**src/rtl/mem_access_unit.sv**
```systemverilog
// ---------------------------------------------------------------------------------------------
// mem_access_unit
//
// MEM-stage load/store unit. Decodes RV32I loads and stores from the EX/MEM pipeline register,
// issues one word-addressed request/acknowledge transaction per access to a multi-cycle data
// memory, freezes the pipeline while that access is outstanding and returns the aligned,
// sign- or zero-extended load result to the writeback path.
//
// Build option:
//   MEM_TIMEOUT_EN  When defined, an outstanding request is abandoned after TIMEOUT cycles
//                   without acknowledge; the load result is forced to 0 and bus_err is set
//                   until reset. When undefined, a request waits indefinitely and bus_err is 0.
//
// Parameters:
//   ADDR_W   word-address width presented to the memory (byte address bits [ADDR_W+1:2])
//   TIMEOUT  acknowledge wait limit in REQ cycles (MEM_TIMEOUT_EN builds only)
//
// Ports:
//   clk, rstn      clock (rising edge) and asynchronous active-low reset
//   ir_MEM         instruction in MEM stage (opcode [6:0], funct3 [14:12])
//   alu_y_MEM      effective byte address
//   wd_MEM         store data (rs2 value)
//   ext_stall      stall from other pipeline sources; keeps a finished access in DONE
//   stall          freeze request for IF..MEM
//   rd_data        load result for MEM/WB
//   mem_req        request, held until acknowledge
//   mem_we         1 = write
//   mem_addr       word address
//   mem_wdata      lane-replicated write data
//   mem_wstrb      byte enables, 0 for reads
//   mem_rdata      read data, valid with mem_ack
//   mem_ack        single-cycle acknowledge
//   misalign_err   sticky misaligned-access flag
//   bus_err        sticky timeout flag
// ---------------------------------------------------------------------------------------------
module mem_access_unit #(
    parameter int unsigned ADDR_W  = 8,
    parameter int unsigned TIMEOUT = 255
) (
    input  logic              clk,
    input  logic              rstn,
    input  logic [31:0]       ir_MEM,
    input  logic [31:0]       alu_y_MEM,
    input  logic [31:0]       wd_MEM,
    input  logic              ext_stall,
    output logic              stall,
    output logic [31:0]       rd_data,
    output logic              mem_req,
    output logic              mem_we,
    output logic [ADDR_W-1:0] mem_addr,
    output logic [31:0]       mem_wdata,
    output logic [3:0]        mem_wstrb,
    input  logic [31:0]       mem_rdata,
    input  logic              mem_ack,
    output logic              misalign_err,
    output logic              bus_err
);

    localparam logic [6:0] OpLoad  = 7'b0000011;
    localparam logic [6:0] OpStore = 7'b0100011;

    typedef enum logic [1:0] {
        StIdle,
        StReq,
        StDone
    } state_e;

    state_e r_state;
    state_e w_state_nxt;

    // Decode of the instruction currently in MEM
    logic [6:0]  w_opcode;
    logic [2:0]  w_funct3;
    logic [1:0]  w_off;
    logic        w_is_load;
    logic        w_is_store;
    logic        w_valid;
    logic        w_misalign;
    logic        w_access;
    logic [3:0]  w_wstrb;
    logic [31:0] w_wdata;

    // Access state captured at issue; the pipeline is frozen, but the extraction does not
    // rely on that.
    logic [ADDR_W-1:0] r_mem_addr;
    logic              r_mem_we;
    logic [3:0]        r_mem_wstrb;
    logic [31:0]       r_mem_wdata;
    logic [2:0]        r_ld_funct3;
    logic [1:0]        r_ld_off;
    logic              r_is_load;
    logic [31:0]       r_rd_data;
    logic              r_misalign;

    logic [7:0]  w_byte;
    logic [15:0] w_half;
    logic [31:0] w_load_val;
    logic        w_stall;
    logic        w_timeout;
    logic        w_unused;

    assign w_opcode = ir_MEM[6:0];
    assign w_funct3 = ir_MEM[14:12];
    assign w_off    = alu_y_MEM[1:0];

    // -----------------------------------------------------------------------------------------
    // Decode and alignment
    // -----------------------------------------------------------------------------------------
    always_comb begin
        w_is_load  = 1'b0;
        w_is_store = 1'b0;
        w_misalign = 1'b0;
        if (w_opcode == OpLoad) begin
            case (w_funct3)
                3'b000, 3'b001, 3'b010, 3'b100, 3'b101: w_is_load = 1'b1;
                default:                                w_is_load = 1'b0;
            endcase
        end
        if (w_opcode == OpStore) begin
            case (w_funct3)
                3'b000, 3'b001, 3'b010: w_is_store = 1'b1;
                default:                w_is_store = 1'b0;
            endcase
        end
        // funct3[1:0] encodes the access size for every valid load/store
        case (w_funct3[1:0])
            2'b01:   w_misalign = w_off[0];
            2'b10:   w_misalign = (w_off != 2'b00);
            default: w_misalign = 1'b0;
        endcase
    end

    assign w_valid  = w_is_load | w_is_store;
    assign w_access = w_valid & ~w_misalign;

    // -----------------------------------------------------------------------------------------
    // Store lane steering
    // -----------------------------------------------------------------------------------------
    always_comb begin
        w_wstrb = 4'b0000;
        w_wdata = 32'h0000_0000;
        if (w_is_store) begin
            case (w_funct3[1:0])
                2'b00: begin
                    w_wstrb = 4'b0001 << w_off;
                    w_wdata = {4{wd_MEM[7:0]}};
                end
                2'b01: begin
                    w_wstrb = 4'b0011 << {w_off[1], 1'b0};
                    w_wdata = {2{wd_MEM[15:0]}};
                end
                default: begin
                    w_wstrb = 4'b1111;
                    w_wdata = wd_MEM;
                end
            endcase
        end
    end

    // -----------------------------------------------------------------------------------------
    // Load extraction from the acknowledged word
    // -----------------------------------------------------------------------------------------
    always_comb begin
        case (r_ld_off)
            2'b00:   w_byte = mem_rdata[7:0];
            2'b01:   w_byte = mem_rdata[15:8];
            2'b10:   w_byte = mem_rdata[23:16];
            default: w_byte = mem_rdata[31:24];
        endcase
        w_half = r_ld_off[1] ? mem_rdata[31:16] : mem_rdata[15:0];
        case (r_ld_funct3)
            3'b000:  w_load_val = {{24{w_byte[7]}}, w_byte};
            3'b001:  w_load_val = {{16{w_half[15]}}, w_half};
            3'b100:  w_load_val = {24'h00_0000, w_byte};
            3'b101:  w_load_val = {16'h0000, w_half};
            default: w_load_val = mem_rdata;
        endcase
    end

    // -----------------------------------------------------------------------------------------
    // Optional acknowledge timeout
    // -----------------------------------------------------------------------------------------
`ifdef MEM_TIMEOUT_EN
    localparam int unsigned CntW = ($clog2(TIMEOUT + 1) > 8) ? $clog2(TIMEOUT + 1) : 8;
    localparam logic [CntW-1:0] TimeoutVal = CntW'(TIMEOUT);

    logic [CntW-1:0] r_cnt;
    logic [CntW-1:0] w_cnt_inc;
    logic            r_bus_err;

    assign w_cnt_inc = r_cnt + 1'b1;
    // Abort on the REQ cycle whose unacknowledged count would reach TIMEOUT
    assign w_timeout = (r_state == StReq) && !mem_ack && (w_cnt_inc == TimeoutVal);

    always_ff @(posedge clk or negedge rstn) begin
        if (!rstn) begin
            r_cnt     <= '0;
            r_bus_err <= 1'b0;
        end else begin
            if (r_state == StIdle) begin
                r_cnt <= '0;
            end else if ((r_state == StReq) && !mem_ack) begin
                r_cnt <= w_cnt_inc;
            end
            if (w_timeout) begin
                r_bus_err <= 1'b1;
            end
        end
    end

    assign bus_err  = r_bus_err;
    assign w_unused = ^{ir_MEM[31:15], ir_MEM[11:7], alu_y_MEM};
`else
    assign w_timeout = 1'b0;
    assign bus_err   = 1'b0;
    assign w_unused  = ^{ir_MEM[31:15], ir_MEM[11:7], alu_y_MEM, (TIMEOUT == 0)};
`endif

    // -----------------------------------------------------------------------------------------
    // FSM
    // -----------------------------------------------------------------------------------------
    always_ff @(posedge clk or negedge rstn) begin
        if (!rstn) begin
            r_state <= StIdle;
        end else begin
            r_state <= w_state_nxt;
        end
    end

    always_comb begin
        w_state_nxt = r_state;
        w_stall     = 1'b0;
        unique case (r_state)
            StIdle: begin
                if (w_access) begin
                    w_stall     = 1'b1;
                    w_state_nxt = StReq;
                end
            end
            StReq: begin
                w_stall = 1'b1;
                if (mem_ack || w_timeout) begin
                    w_state_nxt = StDone;
                end
            end
            StDone: begin
                // The finished instruction is still in MEM while ext_stall holds; waiting
                // here keeps it from being issued a second time.
                if (!ext_stall) begin
                    w_state_nxt = StIdle;
                end
            end
            default: w_state_nxt = StIdle;
        endcase
    end

    // -----------------------------------------------------------------------------------------
    // Request, result and error registers
    // -----------------------------------------------------------------------------------------
    always_ff @(posedge clk or negedge rstn) begin
        if (!rstn) begin
            r_mem_addr  <= '0;
            r_mem_we    <= 1'b0;
            r_mem_wstrb <= 4'b0000;
            r_mem_wdata <= 32'h0000_0000;
            r_ld_funct3 <= 3'b000;
            r_ld_off    <= 2'b00;
            r_is_load   <= 1'b0;
            r_rd_data   <= 32'h0000_0000;
            r_misalign  <= 1'b0;
        end else begin
            case (r_state)
                StIdle: begin
                    if (w_access) begin
                        r_mem_addr  <= alu_y_MEM[ADDR_W+1:2];
                        r_mem_we    <= w_is_store;
                        r_mem_wstrb <= w_wstrb;
                        r_mem_wdata <= w_wdata;
                        r_ld_funct3 <= w_funct3;
                        r_ld_off    <= w_off;
                        r_is_load   <= w_is_load;
                    end else if (w_valid) begin
                        // Misaligned: access suppressed, result cleared, flag latched
                        r_rd_data  <= 32'h0000_0000;
                        r_misalign <= 1'b1;
                    end
                end
                StReq: begin
                    if (mem_ack) begin
                        if (r_is_load) begin
                            r_rd_data <= w_load_val;
                        end
                    end else if (w_timeout) begin
                        r_rd_data <= 32'h0000_0000;
                    end
                end
                default: ;
            endcase
        end
    end

    assign stall        = w_stall;
    assign mem_req      = (r_state == StReq);
    assign mem_we       = r_mem_we;
    assign mem_addr     = r_mem_addr;
    assign mem_wdata    = r_mem_wdata;
    assign mem_wstrb    = r_mem_wstrb;
    assign rd_data      = r_rd_data;
    assign misalign_err = r_misalign;

endmodule

```
**config.mk**
```make
export PLATFORM = sky130hd
export DESIGN_NAME = mem_access_unit
export DESIGN_NICKNAME = d
export VERILOG_FILES = /design/src/rtl/mem_access_unit.sv
export SDC_FILE = /design/constraint.sdc
export NUM_CORES = 1
export LEC_CHECK = 0
export ABC_AREA = 1
export BUFFER_PORTS_ARGS = -buffer_cell sky130_fd_sc_hd__buf_2
export CAP_MARGIN = 30
export CORE_MARGIN = 2
export CORE_UTILIZATION = 45
export CTS_BUF_LIST = sky130_fd_sc_hd__clkbuf_4
export CTS_CLUSTER_SIZE = 12
export DETAILED_ROUTE_END_ITERATION = 12
export PLACE_DENSITY = 0.87
export SYNTH_ARGS = -nofsm -noshare
export SYNTH_HDL_FRONTEND = slang
export SYNTH_SLANG_ARGS = --single-unit
```
**constraint.sdc**
```tcl
create_clock -name clk -period 1.84 [get_ports clk]
set_input_delay 0 -clock clk [delete_from_list [all_inputs] [get_ports clk]]
set_output_delay 0 -clock clk [all_outputs]
set_load 0.005 [all_outputs]
```
* Word-level counts from Yosys, hierarchy flattened
Index checks and enable logic that the tools add are counted.
** Storage, ports and cells
- Register bits :: 86
- Latch bits :: 0
- Bits in writable memories :: 0
- Bits in read-only memories :: 0
- Input port bits :: 132
- Output and inout port bits :: 81
- Memories :: 0
** Cells by class
- Add/subtract/negate cells :: 0
- Multipliers :: 0
- Div/mod/pow operators :: 0
- $lt $le $gt $ge :: 0
- Eq/ne operators :: 21
- Shifts and indexed selects :: 2
- Muxes and demuxes :: 23
- Bitwise logic cells :: 4
- Reductions and logical operators :: 13
** Operators with widths (count)
- 32-bit two-way mux :: 5
- 32-bit one-hot mux with 2 select lines :: 2
- 32-bit one-hot mux with 4 select lines :: 1
- 8-bit one-hot mux with 3 select lines :: 1
- 16-bit two-way mux :: 1
- 3-bit == test (second input constant) :: 4
- 2-bit != test (second input constant) :: 4
- 4-bit one-hot mux with 2 select lines :: 1
- 7-bit by 2-bit == test with 1-bit output (second input constant) :: 1
- 7-bit by 6-bit == test with 1-bit output (second input constant) :: 1
- 2-bit by 1-bit == test with 1-bit output (second input constant) :: 3
- 2-bit == test (second input constant) :: 3
- 3-bit by 1-bit == test with 1-bit output (second input constant) :: 2
- 2-bit zero test :: 3
- 3-bit zero test :: 2
- 2-bit two-way mux :: 3
- 2-bit one-hot mux with 3 select lines :: 1
- 3-bit AND reduction :: 2
- 1-bit two-way mux :: 5
- 5-bit AND reduction :: 1
- 5-bit OR reduction :: 1
- 4-bit two-way mux :: 1
- 2-bit by 1-bit != test with 1-bit output (second input constant) :: 2
- 1-bit one-hot mux with 2 select lines :: 2
- other kinds (9) :: 11

* Logic depth before layout (Yosys ltp)
- Word-level depth :: 8
- Depth in mapped cells :: 13

* Worst setup path after synthesis
No wires, ideal clock.
- Kind :: reg-to-reg
- From :: reg r_ld_funct3[1]
- To :: reg r_rd_data[26], in the netlist rd_data[26]
- Library setup time :: 0.065 ns
- Arrival :: 1.397 ns
- Required time :: 1.775 ns
- Setup slack :: 0.378 ns
- Stages on the path, launching flop included :: 10
- Buffers on the path :: 2
- Period minus slack after synthesis :: 1.462 ns
- Cell sequence :: dfrtp_1 buf_2 inv_2 nand2_2 nor2_2 nand3_2 nand3_2 buf_4 nand4_1 nand2_1
** On the way
- Longest elaborated chain between the ends :: 5
- Elaborated cells between the ends (all ways) :: 8
- Those cells by class :: 3 x eq/ne; 4 x mux; 1 x reduce/logical
** Ends and longest elaborated chain
- start: declaration :: RTL line 89 : logic [2:0] r_ld_funct3;
- start signal: assignment :: RTL line 279 : r_ld_funct3 <= w_funct3;
- 3-bit == test (tied with other cells) :: RTL line 171 : case (r_ld_funct3)
- 32-bit one-hot mux with 4 select lines * :: RTL line 171
- 32-bit two-way mux * :: RTL line 290 : if (r_is_load) begin
- 32-bit two-way mux * :: RTL line 289 : if (mem_ack) begin
- 32-bit one-hot mux with 2 select lines * :: RTL line 272 : case (r_state)
- end signal: assignment :: RTL line 291 : r_rd_data <= w_load_val;
- end: declaration :: RTL line 92 : logic [31:0] r_rd_data;
Every way passes the cells marked *; elsewhere a longest branch is shown, timed or not. The select of a mux whose other input is x is not followed.
A chain may end at the register's enable or synchronous reset.

* Worst setup path after layout
- From :: in ir_MEM[13]
- To :: reg r_mem_wdata[26], in the netlist mem_wdata[26]
** On the way
- Longest elaborated chain between the ends :: 7
- Elaborated cells between the ends (all ways) :: 21
- Those cells by class :: 6 x eq/ne; 7 x mux; 3 x bitwise; 5 x reduce/logical
** Ends and longest elaborated chain
- start: declaration :: RTL line 42 : input logic [31:0] ir_MEM,
- 3-bit by 1-bit == test with 1-bit output (tied with other cells) :: RTL line 114, 120
- 5-bit OR reduction / 3-bit OR reduction (equally long branches) :: RTL line 114, 120
- 1-bit two-way mux (on tied branches) :: RTL line 114, 120
- 1-bit two-way mux (on tied branches) :: RTL line 113, 119
- 1-bit bitwise OR :: RTL line 133 : assign w_valid = w_is_load | w_is_store;
- 1-bit AND :: RTL line 134 : assign w_access = w_valid & ~w_misalign;
- 2-bit AND reduction (no line)
- end signal: assignment :: RTL line 278 : r_mem_wdata <= w_wdata;
- end: declaration :: RTL line 88 : logic [31:0] r_mem_wdata;
Parallel ways exist; a longest one is shown, timed or not.

==> impl_metrics.yaml <==
outcome:
  status: "finished clean"
logic_synthesis:
  synth_edf_count: 0
  yosysTopAreaCell: "dfrtp_1"
  synth_seq_cells: 86
  yosys.area.top_type_share_pct: 46.12
  ys_seq_area_share_pct: 46.12
  synth_ff_type: "dfrtp_1"
  synthesis.area_mm2: 0.004666
  postSynthAreaPerCell_um2: 7.091
  synth_nets: 793
  synth_area_leaders: "dfrtp_1, nand2_1, nor2_1"
  yosysWarningCount: 0
  async_flop_share_pct: 100.0
  syn_inst: 658
  yosysUniqueCellTypes: 28
place:
  place_congestion: 0.9348
  placed_area_mm2: 0.005698
  io_buffers: 167
  dp_hpwl_mm: 9.857
setup_path:
  r2r_slack_ns: 0.22
  cp_max_fo: 32
  reg2reg_to: "rd_data[28]"
  worstSetupPathType: "input pin to flop"
  worstPathRequired_ns: 2.18
  critPathArrivalTime_ns: 2.11
  r2r-start: "r_state[0]"
  ff2ff_path_depth: 8
  end_kind: "flop"
  worstSetupStartpointType: "input pin"
floorplan:
  core_region_area_mm2: 0.01018
  start_util_pct: 45.81
  io_pins: 213
  die-area_mm2: 0.01120
  die_w_um: 105.8
  num_rows: 37
  die-height_um: 105.8
timing:
  fin_skew_ns: 0.01677
  max_freq_mhz: 564.8
  rsz0062_at_grt: "no"
  finalMaxSlewViolations: 0
  period_minus_slack_ns: 1.771
  fin_crit_sh_pct: 96.23
  finalSetupTns_ns: 0
  hold_viol: 0
  setup-violations-final: 0
global_routing:
  grt_max_degree: 46
  grt_pass1_wl_mm: 25.22
  grt_overflow_total: 0
  grt.total_usage_pct: 28.27
  use_met3_pct: 5.751
  use_met2_pct: 51.84
  antenna_found_initial: 0
  grt-busiest-layer: "met2"
  grt_use_met1_pct: 32.19
  first_global_vias: 5333
clock_tree:
  clock-sinks: 86
  cts.reportedPaths.clkPinSlew_ns: 0.17
  cts-buffers-inserted: 9
  cts_tree: "done"
  insertion_delay_ns: 0.44
  root_buffer: "clkbuf_4"
  htreeDepth: 3
  clk_path_buf_depth: 2
pwr:
  powerDensity_mw_per_mm2: 648.5
  power_mw: 4.366
  irDropWorstVdd_mv: 0.3975
  cellLeakagePower_nw: 3.894
cells_and_area:
  area_growth_pct: 44.30
  final_common_cell: "nand2_1"
  layout_common_cells: "nand2_1, buf_2, dfrtp_1, dlygate4sd3_1, nor2_1"
  nNetsFinal: 1043
  final_util_pct: 66.11
  fillers: 872
  ff_latch_area_mm2: 0.002152
  final_layout_size_suffix_gt1_share_pct: 24.64
  fin_area_mm2: 0.006733
  antenna_cells: 0
  multi_input_area_mm2: 0.002185
detailed_routing:
  num_vias: 5339
  wl_per_cell_um: 15.02
  drcViolationCount: 0
  routed_via_density: 5.090
  drt_wl_total_mm: 15.76
  drt-initial-drc-count: 311
  dr.pass1.iters: 5
  antenna_left: 0
job:
  maxCapViolCount: 0
min_path:
  min_path_type: "input pin to asynchronous set/reset pin"
==> through the flow <==
stage	setup slack, ns	hold WS (ns)	std cells
2_1_floorplan	0.3781	-0.2956	658
3_3_place_gp	0.1078	-0.02125	947
3_5_place_dp	0.04320	-0.01924	947
4_1_cts	0.04545	0.002907	1045
5_1_grt	0.02408	0.02863	1049
6_report	0.06944	0.03339	1049
==> worst max-delay path by stage <==
stage / from / slack (ns) / to
finish: ir_MEM[13] / 0.07 / mem_wdata[26]
global route: ir_MEM[13] / 0.02 / mem_wdata[26]
CTS: ir_MEM[14] / 0.05 / stall
detailed placement: ir_MEM[13] / 0.04 / rd_data[28]
global placement: ir_MEM[13] / 0.11 / rd_data[18]
floorplan: r_ld_funct3[1] / 0.38 / rd_data[26]
==> registers in the layout, summed over array words and instances, names as in the netlist <==
signal and cells:
mem_addr 8, mem_wdata 32, mem_we 1, mem_wstrb 4, misalign_err 1, r_is_load 1, r_ld_funct3 3, r_ld_off 2
r_state 2, rd_data 32
==> cell usage after synthesis (3+ instances only) <==
library cell	instances
a21oi_1	26
buf_1	3
buf_2	10
buf_4	7
buf_6	4
clkbuf_1	12
dfrtp_1	86
ha_1	3
inv_1	30
nand2_1	291
nand2_2	3
nand2_4	3
nand3_1	29
nand4_1	19
nor2_1	79
nor3_1	3
o21ai_0	28
o21ai_1	7
==> logic make-up (layout without fill, tap and decap cells) <==
kind of cell / count (synthesis) / in the layout / synth area share, %
other: 1 / 1 / 0.08037
buffers and inverters: 70 / 325 / 7.107
AOI/OAI and AO/OA: 62 / 62 / 6.704
DFF: 86 / 86 / 46.12
adders and majority gates: 3 / 3 / 0.8046
and+or+nand+nor: 436 / 436 / 39.18
==> worst max-delay path, stage by stage <==
cell and delay (ns):
buf_2 0.10, inv_1 0.08, ha_1 0.30, nor2_4 0.06, clkinv_1 0.13, buf_12 0.19
nand2_1 0.11, a21oi_1 0.30, nor2_1 0.09, dlygate4sd3_1 0.59, nand2_1 0.08, nand2_1 0.04
==> metal layers <==
| metal | routed length, um | up-vias |
|---|---|---|
| li1 | - | 2572 |
| met1 | 5995 | 2451 |
| met2 | 8109 | 276 |
| met3 | 1191 | 40 |
| met4 | 463 | 0 |
| met5 | 0 | - |
==> timing repair <==
action | CTS | global route
buffers inserted | 0 | 2
resized for setup | 0 | 1
endpoints found under the hold margin | 166 | 0
hold buffers | 82 | 0
endpoints found under the setup margin | 0 | 1
==> final cells by class <==
class / count / area share, %
Clock inverter: 7 / 1.171
Timing Repair Buffer: 275 / 28.99
Tap cell: 136 / 2.527
Inverter: 34 / 1.896
Clock buffer: 9 / 1.004
Sequential cell: 86 / 31.96
Multi-Input combinational cell: 502 / 32.45
==> power by group <==
group	leakage [nW]	internal (mW)	switching [mW]
registers	1.14	2.04	0.107
logic	2.67	0.514	0.612
clock network	0.0781	0.322	0.770
total	3.89	2.88	1.49
Note: power is estimated with default switching activity, not from simulation.
